`src/rtl/pad_arb_pkg.sv`:
```
// -----------------------------------------------------------------------------
// pad_arb_pkg
// Shared types and width helpers for the pad-sharing arbiter.
//   pad_arb_state_e : arbiter FSM states (IDLE, OWNED, TURN)
//   idx_w()         : width of a requester index for a given requester count
//   cnt_w()         : width of a counter that must hold values 0..max
// -----------------------------------------------------------------------------
package pad_arb_pkg;

    typedef enum logic [1:0] {
        IDLE  = 2'd0,
        OWNED = 2'd1,
        TURN  = 2'd2
    } pad_arb_state_e;

    // Requester index width; never narrower than one bit.
    function automatic int idx_w(input int n);
        return (n > 1) ? $clog2(n) : 1;
    endfunction

    // Width for a counter that has to reach 'max' inclusive.
    function automatic int cnt_w(input int max);
        return (max > 0) ? $clog2(max + 1) : 1;
    endfunction

endpackage

```
`src/rtl/pad_arb_rr_pick.sv`:
```
// -----------------------------------------------------------------------------
// pad_arb_rr_pick
// Combinational round-robin picker. The search starts one past the last
// granted index and wraps modulo NUM_REQ; the first active request wins.
// Ports:
//   i_req        in  NUM_REQ  request vector
//   i_last_grant in  IDX_W    index granted most recently
//   o_winner     out IDX_W    selected requester (0 when no request)
//   o_any_req    out 1        at least one request is active
// -----------------------------------------------------------------------------
module pad_arb_rr_pick
    import pad_arb_pkg::*;
#(
    parameter int NUM_REQ = 2,
    parameter int IDX_W   = idx_w(NUM_REQ)
) (
    input  logic [NUM_REQ-1:0] i_req,
    input  logic [IDX_W-1:0]   i_last_grant,
    output logic [IDX_W-1:0]   o_winner,
    output logic               o_any_req
);

    // One extra bit: last_grant + offset can reach 2*NUM_REQ-1 before wrapping.
    logic [IDX_W:0] w_cand;
    logic           w_found;

    always_comb begin
        o_winner = '0;
        w_found  = 1'b0;
        w_cand   = '0;
        // Offsets 1..NUM_REQ: the last winner is visited last, so it only
        // wins again when nobody else is asking.
        for (int i = 1; i <= NUM_REQ; i++) begin
            w_cand = {1'b0, i_last_grant} + (IDX_W + 1)'(i);
            if (w_cand >= (IDX_W + 1)'(NUM_REQ)) begin
                w_cand = w_cand - (IDX_W + 1)'(NUM_REQ);
            end
            if (!w_found && i_req[w_cand[IDX_W-1:0]]) begin
                o_winner = w_cand[IDX_W-1:0];
                w_found  = 1'b1;
            end
        end
    end

    assign o_any_req = |i_req;

endmodule

```
`src/rtl/pad_share_arbiter.sv`:
```
// -----------------------------------------------------------------------------
// pad_share_arbiter
// Time-multiplexes one group of pads between NUM_REQ peripherals using a
// req/gnt handshake, round-robin ownership and a tristated turnaround gap of
// TURNAROUND+1 cycles between owners so two drivers never overlap.
// Optional build macro: PAD_ARB_PREEMPT_EN -- adds a hold counter that takes
// the pads away from an owner after HOLD_LIMIT cycles when someone else waits.
// Ports:
//   clk_i     in  1                  clock
//   rst_ni    in  1                  asynchronous active-low reset
//   req_i     in  NUM_REQ            requests (level, held while wanted)
//   gnt_o     out NUM_REQ            grant, one-hot or zero
//   out_i     in  NUM_REQ x NUM_PADS per-requester pad output data
//   oe_i      in  NUM_REQ x NUM_PADS per-requester pad output enables
//   in_o      out NUM_REQ x NUM_PADS pad input values returned per requester
//   pad_out_o out NUM_PADS           data to IO buffers
//   pad_oe_o  out NUM_PADS           enables to IO buffers (1 = drive)
//   pad_in_i  in  NUM_PADS           data from IO buffers
//   busy_o    out 1                  FSM not in IDLE
//   owner_o   out $clog2(NUM_REQ)    current owner index
// -----------------------------------------------------------------------------
module pad_share_arbiter
    import pad_arb_pkg::*;
#(
    parameter int                  NUM_REQ    = 2,
    parameter int                  NUM_PADS   = 2,
    parameter int                  TURNAROUND = 2,
    parameter int                  HOLD_LIMIT = 1024,
    parameter logic [NUM_PADS-1:0] IDLE_IN    = '1
) (
    input  logic                               clk_i,
    input  logic                               rst_ni,
    input  logic [NUM_REQ-1:0]                 req_i,
    output logic [NUM_REQ-1:0]                 gnt_o,
    input  logic [NUM_REQ-1:0][NUM_PADS-1:0]   out_i,
    input  logic [NUM_REQ-1:0][NUM_PADS-1:0]   oe_i,
    output logic [NUM_REQ-1:0][NUM_PADS-1:0]   in_o,
    output logic [NUM_PADS-1:0]                pad_out_o,
    output logic [NUM_PADS-1:0]                pad_oe_o,
    input  logic [NUM_PADS-1:0]                pad_in_i,
    output logic                               busy_o,
    output logic [idx_w(NUM_REQ)-1:0]          owner_o
);

    localparam int OWN_W  = idx_w(NUM_REQ);
    localparam int TURN_W = cnt_w(TURNAROUND);
    localparam logic [NUM_REQ-1:0] GNT_ONE = NUM_REQ'(1);

    pad_arb_state_e      r_state;
    logic [NUM_REQ-1:0]  r_gnt;
    logic [OWN_W-1:0]    r_owner;
    logic [OWN_W-1:0]    r_last_grant;
    logic [TURN_W-1:0]   r_turn_cnt;
    logic                r_busy;

    logic [OWN_W-1:0]    w_winner;
    logic                w_any_req;
    logic                w_release;
    logic                w_preempt;

    // Single picker shared by the IDLE and end-of-TURN decisions.
    pad_arb_rr_pick #(
        .NUM_REQ (NUM_REQ),
        .IDX_W   (OWN_W)
    ) u_rr_pick (
        .i_req        (req_i),
        .i_last_grant (r_last_grant),
        .o_winner     (w_winner),
        .o_any_req    (w_any_req)
    );

    assign w_release = !req_i[r_owner];

`ifdef PAD_ARB_PREEMPT_EN
    localparam int HOLD_W = cnt_w(HOLD_LIMIT);

    logic [HOLD_W-1:0] r_hold_cnt;
    logic              w_hold_expired;
    logic              w_other_req;

    // Counter sits at zero outside OWNED, so every entry to OWNED starts
    // from zero; it saturates so a lone owner keeps the expired flag set.
    always_ff @(posedge clk_i or negedge rst_ni) begin
        if (!rst_ni) begin
            r_hold_cnt <= '0;
        end else if (r_state != OWNED) begin
            r_hold_cnt <= '0;
        end else if (r_hold_cnt != HOLD_W'(HOLD_LIMIT)) begin
            r_hold_cnt <= r_hold_cnt + HOLD_W'(1);
        end
    end

    // The edge being decided is the HOLD_LIMIT-th owned edge when the
    // counter already shows HOLD_LIMIT-1.
    assign w_hold_expired = (r_hold_cnt >= HOLD_W'(HOLD_LIMIT - 1));
    assign w_other_req    = |(req_i & ~r_gnt);
    assign w_preempt      = w_hold_expired && w_other_req;
`else
    assign w_preempt = 1'b0;
`endif

    always_ff @(posedge clk_i or negedge rst_ni) begin
        if (!rst_ni) begin
            r_state      <= IDLE;
            r_gnt        <= '0;
            r_owner      <= '0;
            r_last_grant <= OWN_W'(NUM_REQ - 1);
            r_turn_cnt   <= '0;
            r_busy       <= 1'b0;
        end else begin
            case (r_state)
                IDLE: begin
                    if (w_any_req) begin
                        r_state      <= OWNED;
                        r_gnt        <= GNT_ONE << w_winner;
                        r_owner      <= w_winner;
                        r_last_grant <= w_winner;
                        r_busy       <= 1'b1;
                    end
                end
                OWNED: begin
                    // Release and preemption share one exit path and timing.
                    if (w_release || w_preempt) begin
                        r_state    <= TURN;
                        r_gnt      <= '0;
                        r_turn_cnt <= '0;
                    end
                end
                TURN: begin
                    // TURN spans TURNAROUND+1 cycles including the release
                    // cycle's edge, giving the exact oe-low gap between owners.
                    if (r_turn_cnt == TURN_W'(TURNAROUND)) begin
                        r_turn_cnt <= '0;
                        if (w_any_req) begin
                            r_state      <= OWNED;
                            r_gnt        <= GNT_ONE << w_winner;
                            r_owner      <= w_winner;
                            r_last_grant <= w_winner;
                        end else begin
                            r_state <= IDLE;
                            r_busy  <= 1'b0;
                        end
                    end else begin
                        r_turn_cnt <= r_turn_cnt + TURN_W'(1);
                    end
                end
                default: begin
                    r_state <= IDLE;
                    r_gnt   <= '0;
                    r_busy  <= 1'b0;
                end
            endcase
        end
    end

    // Pad mux follows the registered owner; outside OWNED the pads are
    // released so reset and turnaround force all enables low.
    always_comb begin
        pad_out_o = '0;
        pad_oe_o  = '0;
        if (r_state == OWNED) begin
            pad_out_o = out_i[r_owner];
            pad_oe_o  = oe_i[r_owner];
        end
    end

    genvar gi;
    generate
        for (gi = 0; gi < NUM_REQ; gi++) begin : g_in_ret
            assign in_o[gi] = r_gnt[gi] ? pad_in_i : IDLE_IN;
        end
    endgenerate

    assign gnt_o   = r_gnt;
    assign owner_o = r_owner;
    assign busy_o  = r_busy;

endmodule
```
`config.mk`:
```
export PLATFORM = sky130hd
export DESIGN_NAME = pad_share_arbiter
export DESIGN_NICKNAME = d
export VERILOG_FILES = /design/src/rtl/pad_arb_pkg.sv /design/src/rtl/pad_arb_rr_pick.sv /design/src/rtl/pad_share_arbiter.sv
export SDC_FILE = /design/constraint.sdc
export NUM_CORES = 1
export LEC_CHECK = 0
export ABC_AREA = 1
export CAP_MARGIN = 40
export CORE_MARGIN = 2
export CORE_UTILIZATION = 44
export CTS_BUF_LIST = sky130_fd_sc_hd__clkbuf_2 sky130_fd_sc_hd__clkbuf_4 sky130_fd_sc_hd__clkbuf_8
export CTS_CLUSTER_SIZE = 25
export DETAILED_ROUTE_END_ITERATION = 7
export GPL_TIMING_DRIVEN = 1
export PLACE_DENSITY = 0.81
export SYNTH_ARGS = -nofsm -noshare
export SYNTH_HDL_FRONTEND = slang
export SYNTH_HIERARCHICAL = 1
export SYNTH_SLANG_ARGS = --single-unit
```
`constraint.sdc`:
```
create_clock -name clk_i -period 1.7 [get_ports clk_i]
set_input_delay 0.17 -clock clk_i [delete_from_list [all_inputs] [get_ports clk_i]]
set_output_delay 0.17 -clock clk_i [all_outputs]
set_load 0.005 [all_outputs]
```
==> metrics.txt, run 1 <==
post-synth cell types=18; Startpoint Class=flip-flop; DR WL/cell=11.10 µm; post-detailed-route count of antenna-violating nets=0; Worst-Skew Late Latency=260 ps; outcome=finished clean; Initial Utilization=between 40% and 50%; die width=approximately 43 µm; share of cells above drive strength 1=approximately 14%; Final Hold Viols=0; TritonCTS Buffers=3; H-tree Lvls=1; num rows=13; Max clock buf depth=2; worst r2r dst=gnt_o[0]; reg2reg setup slack=230 ps; root buf cell=clkbuf_4; minimum clock period=approximately 1500 ps; Final Skew=1.332 ps; pwr dens=roughly 1500 mW/mm²; Reg power frac=26.5%; ant diodes=0; max cap viols=0; CP Class=flip-flop to output pin; top area cells in the synthesized netlist=dfrtp_1 30%, nand2_1 17%, ha_1 11%; Die Y=approximately 43 µm; IO Count=26; syn_area_per_cell=6.967 µm²; Data arrival, critical path=1310 ps; area delta synth->final=49.91%; Core Area=0.001350 mm²; Final setup viols=0; Num Clock Sinks=9; most frequent cells in the layout=30 x nand2_1, 21 x clkdlybuf4s50_1, 15 x nor2_1, 10 x inv_1, 8 x nand3_1; Worst Tran Pin Value=424.9 ps; post-synthesis sequential area ratio=34.22%; via count=678; fin. max-slew vios=0; first-pass detailed-route iteration total=6; LEAKAGE=about 0.53 nW; Comb power frac=roughly three fifths; CTS hold repair buffers=0; #FFs+latches synth=9; critical path endpoint category=output pin; Max Freq=0.6744 GHz; most common cell after layout, fill and taps aside=nand2_1; Tot GR Track Use=approximately 20%; sw frac=42.97%; Yosys top cell by area=dfrtp_1; die area=0.001831 mm²; routed vias/inst=4.775; Hold Slack=approximately 210 ps; Syn Nets=115; first-pass GRT wire length=2691 µm; vias in the first global route=~630; Clock Power Share=11.7%; Pint=0.8687 mW; setup TNS=0 ps; crit share post-route=87.23%; Synth top area share=30.25%; Max-slew headroom=71.59%; final wirelength=1576 µm; initial drt markers=19; area of the mapped netlist=about 660 µm²; nets@finish=approximately 150; maximum vdd drop=1126 µV; Power, Total=roughly 1.5 mW; P_sw=approximately 0.65 mW; initial antenna violation count=0; Final HPWL DP=roughly 1200 µm; PortBufs=25; CP Max Fanout=5; Reg2Reg Depth=8; post-route DRC violation count=0; grt ovf=0; Worst R2R Start=r_state[0]; RePlAce Congestion=0.7425; synthesized instance count=95; yosys warns=6; clock-pin slew on the worst setup and hold paths=60 ps; CTS tree=done; Worst Hold Class=primary input to asynchronous set/reset pin; RSZ-0062 raised after global routing=no; pin count of the biggest net entering global routing=10; Crit path required time=1530 ps
[stage by stage]
stage               utilization, %  setup slack, ps  cells  area, µm²
detailed placement           69.51            43.34    136      938.4
floorplan                        -            375.0     95      661.9
global placement             69.51            82.99    136      938.4
finish                       73.49            217.1    142      992.2
global route                 73.49            84.44    142      992.2
CTS                          73.49            213.7    142      992.2
[what timing repair did]
| action | CTS | global route |
|---|---|---|
| setup buffers | 2 | 0 |
| setup endpoints to repair | 4 | 0 |
| resized for setup | 8 | 0 |
[synthesized netlist by cell type (all sizes together)]
| library cell | instances |
|---|---|
| ha | 6 |
| o21ai | 4 |
| nor2 | 17 |
| a21oi | 3 |
| or2 | 2 |
| inv | 12 |
| nand2 | 32 |
| dfrtp | 8 |
| nand3 | 9 |
| nand4 | 1 |
| dfstp | 1 |
[power by group through the flow]
stage               Combinational, mW  Sequential (mW)  Clock (mW)
finish                          0.941            0.404       0.178
global placement                0.893            0.396           0
detailed placement              0.915            0.403           0
floorplan                       0.562            0.388           0
global route                     1.07            0.419       0.202
CTS                             0.938            0.404       0.189
[per-layer routing]
metal,share of wire (%),vias to the layer above,global-route usage [%]
met3,5.2,2,6.809
met4,0.89,0,11.25
met1,45,295,22.16
met5,0,-,0
met2,49,20,34.24
li1,-,361,-
[critical path, cell delays in order (launching register included)]
cell,delay [ps]
dfrtp_1,400
inv_2,90
ha_4,140
o21ai_0,90
nor2_1,90
dlygate4sd2_1,250
[worst max-delay path by stage]
stage               cells past startpoint  slack, ps          end       start
floorplan                               8        370     gnt_o[0]  r_state[0]
detailed placement                      5         40  pad_oe_o[0]  r_state[1]
finish                                  5        220  pad_oe_o[0]  r_state[1]
global route                            5         80  pad_oe_o[0]  r_state[1]
global placement                        5         80  pad_oe_o[0]  r_state[1]
CTS                                     5        210  pad_oe_o[0]  r_state[1]
[cells by family after synthesis]
group | Yosys count | share of synthesized area, %
fa+ha+maj | 6 | 11.34
flops | 9 | 34.22
simple gates | 61 | 42.35
compound gates | 7 | 5.292
buf+inv | 12 | 6.805
[layout make-up]
| type | instances | area [µm²] |
|---|---|---|
| well taps | 15 | 18.77 |
| flip-flops and latches | 9 | 227.7 |
| repair buffers | 28 | 267.8 |
| clock buffers | 4 | 30.03 |
| fillers | 121 | 357.8 |
| multi-input cells | 74 | 402.9 |
| inverters | 12 | 45.04 |
[sequential cells by signal, summed over array words and instances, names as in the netlist]
register	count
owner_o	1
r_turn_cnt	2
r_last_grant	1
busy_o	1
gnt_o	2
r_state	2
No activity file was read; power rests on OpenSTA's default activity.
==> run 2, diff against run 1 <==
--- a/config.mk
+++ b/config.mk
@@ -13,6 +13,7 @@
 export CTS_CLUSTER_SIZE = 25
 export DETAILED_ROUTE_END_ITERATION = 7
 export GPL_TIMING_DRIVEN = 1
+export HOLD_SLACK_MARGIN = 0.03
 export PLACE_DENSITY = 0.81
 export SYNTH_ARGS = -nofsm -noshare
 export SYNTH_HDL_FRONTEND = slang
==> results of run 2 <==
The final DEF is identical to that of run 1; final timing and power are the same.
==> run 3, diff against run 2 <==
--- a/config.mk
+++ b/config.mk
@@ -12,7 +12,7 @@
 export CTS_BUF_LIST = sky130_fd_sc_hd__clkbuf_2 sky130_fd_sc_hd__clkbuf_4 sky130_fd_sc_hd__clkbuf_8
 export CTS_CLUSTER_SIZE = 25
 export DETAILED_ROUTE_END_ITERATION = 7
-export GPL_TIMING_DRIVEN = 1
+export GPL_TIMING_DRIVEN = 0
 export HOLD_SLACK_MARGIN = 0.03
 export PLACE_DENSITY = 0.81
 export SYNTH_ARGS = -nofsm -noshare
==> constraint.sdc (replaced) <==
create_clock -name clk_i -period 1.45 [get_ports clk_i]
set_input_delay 0.145 -clock clk_i [delete_from_list [all_inputs] [get_ports clk_i]]
set_output_delay 0.145 -clock clk_i [all_outputs]
set_load 0.005 [all_outputs]
==> run 3 against run 2 <==
Sequential cell count unchanged; via count is 5.9% higher; sequential power grew 18%; die area unchanged; combinational power grew 42%; setup slack worse by 170 ps; global-route usage is 1.4 points lower; critical path type is now flip-flop to flip-flop.
==> metrics.txt, run 3 (synthesis gave the netlist of run 1 again) <==
outcome=finished clean; DR WL/cell=12.14 µm; grt ovf=0; routed vias/inst=4.918; FF+latch area=229.0 µm²; CTS hold repair buffers=0; area of the multi-input gates=450.4 µm²; dpl ws=-277.1 ps; Final setup viols=0; num rows=13; Data arrival, critical path=roughly 1600 ps; Initial Utilization=between 40% and 50%; crit share post-route=a little over nine tenths; pin count of the biggest net entering global routing=10; share of cells above drive strength 1=26.72%; clock-pin slew on the worst setup and hold paths=70 ps; CTS tree=done; Worst Hold Class=primary input to asynchronous set/reset pin; most frequent cells in the layout=27 x nand2_1, 21 x clkdlybuf4s50_1, 13 x nor2_1, 9 x inv_1, 8 x nand3_1; Die Y=between 40 and 50 µm; CP Max Fanout=5; first-pass GRT wire length=2594 µm; most common cell after layout, fill and taps aside=nand2_1; TritonCTS Buffers=3; root buf cell=clkbuf_4; initial drt markers=13; RSZ-0062 raised after global routing=yes; max cap viols=0; initial antenna violation count=0; RePlAce Congestion=0.7394; Final Hold Viols=0; first-pass detailed-route iteration total=6; Final Skew=about 1.4 ps; via count=718; fillcell total=102; critical path endpoint category=flip-flop; pwr dens=1934 mW/mm²; Max-slew headroom=a little under three quarters; post-detailed-route count of antenna-violating nets=0; die area=0.001831 mm²; Max clock buf depth=2; vias in the first global route=614; final wirelength=1772 µm; setup TNS=0 ps; Max Freq=0.7107 GHz; Worst Tran Pin Value=428.0 ps; die width=42.79 µm; maximum vdd drop=1078 µV; minimum clock period=1407 ps; Worst-Skew Late Latency=270 ps; CP startpoint=r_state[1]; post-route DRC violation count=0; fin. max-slew vios=0; Hold Slack=179.9 ps; Final HPWL DP=1164 µm; Worst R2R Start=r_state[1]; H-tree Lvls=1; nets@finish=about 150; Num Clock Sinks=9; Worst Slack Setup Final=approximately 43 ps; area delta synth->final=59.55%; Core Area=around 0.0014 mm²; ant diodes=0; LEAKAGE=around 0.53 nW; PortBufs=25; Crit path required time=about 1600 ps; CP Class=flip-flop to flip-flop; Tot GR Track Use=a little under a fifth; IO Count=26; Startpoint Class=flip-flop
-- run 3: changes by cell type in the layout (fill, tap and decap cells not counted), sizes merged --
cell         before  now
clkbuf            4    7
dlygate4sd2       4    0
buf               3    8
-- run 3: final cells by class --
class / count / area share, %
multi-input cells: 74 / 42.65
well taps: 15 / 1.777
clock buffers: 4 / 2.844
flip-flops and latches: 9 / 21.68
repair buffers: 32 / 26.78
inverters: 12 / 4.265
-- run 3: power breakdown --
| part | switching, mW | leakage, nW | internal [mW] |
|---|---|---|---|
| Sequential | 0.105 | 0.111 | 0.370 |
| Combinational | 0.687 | 0.402 | 0.656 |
| Clock | 0.0995 | 0.0184 | 0.125 |
-- run 3: worst paths after layout --
kind,to,slack [ps],cells after the start
worst max-delay path,busy_o,40,9
worst min-delay path,gnt_o[0],180,1
worst max register to register,busy_o,40,9
worst min register to register,r_last_grant,470,2
max in group asynchronous,r_last_grant,940,1
min in group clk_i,r_last_grant,470,2
-- run 3: worst max-delay path: stages (launching register included) --
cell,delay [ps]
dfrtp_1,400
inv_2,90
buf_4,140
ha_1,170
inv_1,70
nor2_2,130
nor2_4,60
buf_4,130
nand3_1,60
nand2_1,60
-- run 3: stage by stage --
step,area [µm²],instances,power (mW),util [%]
after floorplan,661.9,95,1.114,-
after global placement,930.9,135,1.484,68.95
after detailed placement,930.9,135,1.517,68.95
after CTS,1002,143,1.822,74.24
after global routing,1056,146,2.223,78.22
final,1056,146,2.042,78.22
-- run 3: metal layers --
metal	track usage, %	wire length [µm]
met1	23.62	764
met2	32.12	891
met3	4.255	78
met4	6.250	36
met5	0	0
-- run 3: what timing repair did --
item / in CTS / in global routing
setup buffers: 4 / 3
endpoints found under the setup margin: 8 / 12
gates resized for setup: 9 / 23
pin swaps: 0 / 7
